**config.mk**
```make
export PLATFORM = sky130hd
export DESIGN_NAME = prism_counter_bank
export DESIGN_NICKNAME = d
export VERILOG_FILES = /design/src/rtl/prism_counter_bank.sv
export SDC_FILE = /design/constraint.sdc
export NUM_CORES = 1
export LEC_CHECK = 0
export CORE_MARGIN = 2
export CORE_UTILIZATION = 40
export DETAILED_ROUTE_END_ITERATION = 6
export PLACE_DENSITY = 0.54
export REMOVE_ABC_BUFFERS = 1
export SYNTH_ARGS = -nofsm -noshare
export SYNTH_HDL_FRONTEND = slang
export SYNTH_SLANG_ARGS = --single-unit
```
**constraint.sdc**
```tcl
create_clock -name clk -period 3.6 [get_ports clk]
set_input_delay 0.72 -clock clk [delete_from_list [all_inputs] [get_ports clk]]
set_output_delay 0.72 -clock clk [all_outputs]
set_load 0.02 [all_outputs]
```
**src/rtl/prism_counter_bank.sv**
```systemverilog
// prism_counter_bank: per-channel one-shot/auto-reload/up-compare counters with sticky maskable interrupts
module prism_counter_bank #(
  parameter int NCH = 4,
  parameter int CW  = 24
) (
  input  logic           clk,
  input  logic           rst,
  input  logic [5:0]     address,
  input  logic [31:0]    data_in,
  input  logic           wr_en,
  output logic [31:0]    data_out,
  input  logic           fsm_enable,
  input  logic           fsm_halt,
  input  logic [NCH-1:0] ctl_cnt,
  input  logic [NCH-1:0] ctl_load,
  output logic [NCH-1:0] cnt_flag,
  output logic           irq
);
  logic [CW-1:0]    cnt_q [NCH];
  logic [CW-1:0]    cnt_d [NCH];
  logic [CW-1:0]    pre_q [NCH];
  logic [2*NCH-1:0] mode_q;
  logic [NCH-1:0]   ien_q, pend_q, pend_d, flag_q;
  logic             irq_q;
  logic             wr_mode, wr_int;
  assign wr_mode = wr_en && address == 6'h20;
  assign wr_int  = wr_en && address == 6'h24;
  assign irq     = irq_q;
  // flags: zero reached in down modes, compare match in up mode
  always_comb begin
    cnt_flag = '0;
    for (int i = 0; i < NCH; i++)
      cnt_flag[i] = (mode_q[2*i +: 2] == 2'd1 || mode_q[2*i +: 2] == 2'd2) ? cnt_q[i] == '0 :
                    mode_q[2*i +: 2] == 2'd3 ? cnt_q[i] == pre_q[i] : 1'b0;
  end
  // next count: bus write, then hold conditions, then load, then count
  always_comb begin
    for (int i = 0; i < NCH; i++) begin
      cnt_d[i] = cnt_q[i];
      if (wr_en && address == 6'(8*i+4))
        cnt_d[i] = data_in[CW-1:0];
      else if (fsm_halt || mode_q[2*i +: 2] == 2'd0 || (ctl_cnt[i] && ctl_load[i]))
        cnt_d[i] = cnt_q[i];
      else if (ctl_load[i] && fsm_enable)
        cnt_d[i] = mode_q[2*i +: 2] == 2'd3 ? '0 : pre_q[i];
      else if (ctl_cnt[i])
        cnt_d[i] = mode_q[2*i +: 2] == 2'd3 ? cnt_q[i] + CW'(1) :
                   cnt_q[i] == '0 ? (mode_q[2*i +: 2] == 2'd2 ? pre_q[i] : '0) :
                   cnt_q[i] - CW'(1);
    end
  end
  // pending sets on a rising flag; a same-cycle write-1-to-clear loses to the set
  always_comb pend_d = (pend_q & ~(wr_int ? data_in[16 +: NCH] : '0)) | (cnt_flag & ~flag_q);
  // read mux, unmapped addresses read zero
  always_comb begin
    data_out = '0;
    for (int i = 0; i < NCH; i++) begin
      if (address == 6'(8*i))   data_out = 32'(pre_q[i]);
      if (address == 6'(8*i+4)) data_out = 32'(cnt_q[i]);
    end
    if (address == 6'h20) data_out = 32'(mode_q);
    if (address == 6'h24) data_out = 32'(ien_q) | (32'(pend_q) << 16);
  end
  // state registers
  always_ff @(posedge clk) begin
    if (rst) begin
      for (int i = 0; i < NCH; i++) begin
        cnt_q[i] <= '0;
        pre_q[i] <= '0;
      end
      mode_q <= '0;
      ien_q  <= '0;
      pend_q <= '0;
      flag_q <= '0;
      irq_q  <= 1'b0;
    end else begin
      for (int i = 0; i < NCH; i++) begin
        cnt_q[i] <= cnt_d[i];
        if (wr_en && address == 6'(8*i)) pre_q[i] <= data_in[CW-1:0];
      end
      if (wr_mode) mode_q <= data_in[2*NCH-1:0];
      if (wr_int) ien_q <= data_in[NCH-1:0];
      pend_q <= pend_d;
      flag_q <= cnt_flag;
      irq_q  <= |(pend_q & ien_q);
    end
  end
endmodule

```
==> flow_summary.json <==
{
  "cts.sinks": 213,
  "cts_root_buf": "clkbuf_16",
  "hpwl_mm": 58.4,
  "vdd_drop_max_mv": 0.293,
  "hold_slack_ns": 0.483,
  "synthFlopType": "dfxtp_1",
  "synth_seq_area_share": 0.297,
  "ys_types": 85,
  "h-tree-depth": 1,
  "synth-edff-count": 96,
  "worstPathMaxFanout": 4,
  "cts_buffer_depth": 3,
  "rsz0062_at_grt": "false",
  "place_ws_ns": -0.549,
  "cp.arrival_ns": 2.82,
  "slew_headroom": 0.300,
  "antenna_found_initial": 6,
  "drive_gt1_frac": 0.169,
  "grt-ovfl-total": 0,
  "dr_total_vias": 18955,
  "finalSetupViolCount": 0,
  "core_um2": 43300,
  "powerDensity_nw_per_um2": 325,
  "cpMaxStageDelayCell": "or4_1",
  "crit_path_start_kind": "flop",
  "gp_congestion": 1.01,
  "timing.final.crit_share": 0.984,
  "n_fill_cell": 4261,
  "worstMarginPinSlew_ns": 1.05,
  "synth_xor_area_frac": 0.0991,
  "synth_warnings": 0,
  "viasPerCell": 6.45,
  "setup_ws_ns": 0.0589,
  "required_ns": 2.88,
  "fp-row-count": 76,
  "drt_iter0_drc": 2710,
  "fmaxAchievable_mhz": 282,
  "grt_pass1_wl_mm": 118,
  "yosysTopAreaCell": "edfxtp_1",
  "power.total_mw": 6.81,
  "drv_slew": 0,
  "io_pins": 88,
  "syn_avg_cell_area_um2": 7.91,
  "antenna_left": 0,
  "grt_max_degree": 118,
  "synthAdderAreaFrac": 0.0171,
  "drc": 0,
  "worstSetupPathType": "flop to primary output",
  "synth_area_leaders": "edfxtp_1 16%, dfxtp_1 13%, xnor2_1 6.2%",
  "synthArstFlopShare": 0,
  "cp-end-kind": "primary output",
  "synth_top_area_share": 0.164,
  "fin_crit_ns": 3.54,
  "fin_worst_skew_ns": 0.0204,
  "crit_path_cell_trace": "inv_1, ha_1, or4_1, nor4_2, a21oi_2, inv_1, dlygate4sd2_1",
  "grt_usage": 0.350,
  "wl_mm": 80.5,
  "synthTopCellsByCount": "183 x clkbuf_1, 181 x nand2_1, 165 x nor2_1, 125 x xnor2_1, 123 x o21ai_0",
  "path_common_cell": "inv_1",
  "numCtsBuffers": 28,
  "muxShareOfSynthArea": 0.0388,
  "die_area_um2": 45700,
  "netlist_area_um2": 17600,
  "min_path_type": "flop to flop",
  "synthSimpleGateAreaFrac": 0.284,
  "drt-wirelength-per-cell_um": 27.4,
  "nNetsFinal": 2407,
  "worst_skew_pair.late_latency_ns": 0.59,
  "leakage_nw": 7.90,
  "yosysMostFrequentCell": "clkbuf_1",
  "drtPass1Iterations": 6,
  "maxCapViolCount": 0,
  "port_buffers": 71,
  "grt_pass1_vias": 17753,
  "clk_pin_slew_ns": 0.06,
  "ys_ff_latch": 213,
  "fp.dieH_um": 214,
  "tritoncts": "done",
  "slowest_delay_ns": 0.56,
  "syn2layout_area_growth_pct": 19.2,
  "status": "finished clean",
  "hold_viol_final": 0,
  "die_w_um": 214,
  "netlist_instances": 2224,
  "start_util": 0.406,
  "synth_compound_area_frac": 0.199,
  "synth_top_family_by_area": "simple AND/OR/NAND/NOR gates"
}
-- cells by family (layout without fill, tap and decap cells) --
| group | Yosys count | after routing |
|---|---|---|
| AND/OR/NAND/NOR | 938 | 938 |
| other | 1 | 11 |
| AO/OA/AOI/OAI | 519 | 519 |
| adder cells (fa/ha/maj) | 24 | 24 |
| XOR/XNOR | 199 | 199 |
| multiplexers | 50 | 50 |
| buffers and inverters | 280 | 401 |
| flip-flops | 213 | 213 |
-- per-stage QoR --
stage / util / cells / instance area [um2] / setup TNS, ns
floorplan: - / 1987 / 16600 / -150.25
global placement: 0.462 / 2885 / 20000 / -6.82
CTS: 0.484 / 2937 / 20900 / 0
finish: 0.485 / 2940 / 21000 / 0
detailed placement: 0.462 / 2885 / 20000 / -6.75
global route: 0.485 / 2937 / 21000 / 0
-- final timing paths --
check	startpoint	end	slack (ns)	depth (start not counted)
worst max register to register	cnt_q[1][6]	cnt_q[1][12]	0.62	8
worst min register to register	ien_q[1]	ien_q[1]	0.48	2
worst min-delay path	ien_q[1]	ien_q[1]	0.48	2
worst max-delay path	mode_q[2]	cnt_flag[1]	0.06	7
-- layout make-up --
cell class	count	area, um2	area share
clock inverter	13	139	0.00662
antenna	3	7.51	0.000358
clock buffer	37	776	0.0370
multi-input combinational	1738	11400	0.544
inverter	36	135	0.00644
sequential	213	5230	0.250
tap	585	732	0.0349
timing repair buffer	315	2540	0.121
-- critical path, delay by kind of cell, from the launching register on --
kind            cells  cell delay, ns
simple gates        2            0.82
buf+inv             3            0.50
flops               1            0.40
fa+ha+maj           1            0.36
compound gates      1            0.14
-- sequential cells by signal, summed over array words and instances, names as in the netlist --
name / flops
pre_q: 96
cnt_q: 96
flag_q: 4
pend_q: 4
irq: 1
ien_q: 4
mode_q: 8
-- layer usage --
| layer | GRT usage | share of wire |
|---|---|---|
| met4 | 0.169 | 0.054 |
| met5 | 0 | 0.00014 |
| met3 | 0.0655 | 0.10 |
| met1 | 0.470 | 0.41 |
| met2 | 0.540 | 0.44 |
-- where the power goes --
part	total (mW)	internal, mW	switching [mW]	leakage [nW]
combinational	1.20	0.458	0.738	5.59
sequential	2.71	2.60	0.115	1.86
clock	2.90	1.71	1.19	0.441
-- what timing repair did --
item / in CTS / in global routing
buffers inserted: 2 / 0
pin swaps: 0 / 1
hold buffers: 0 / 0
gates resized for setup: 71 / 42
endpoints found under the setup margin: 26 / 21
-- layout by cell type, fill, tap and decap left out, types with 40 or more instances in the layout --
master / netlist / final
a21oi_1: 120 / 116
and2_1: 118 / 118
buf_4: 9 / 243
clkdlybuf4s50_1: 0 / 41
dfxtp_1: 117 / 110
edfxtp_1: 96 / 96
nand2_1: 181 / 181
nand3_1: 89 / 89
nand4_1: 51 / 51
nor2_1: 165 / 164
nor3_1: 104 / 100
nor4_1: 72 / 65
o21ai_0: 123 / 123
or3_1: 40 / 40
xnor2_1: 125 / 124
xor2_1: 74 / 74
Note: power is estimated with default switching activity, not from simulation.
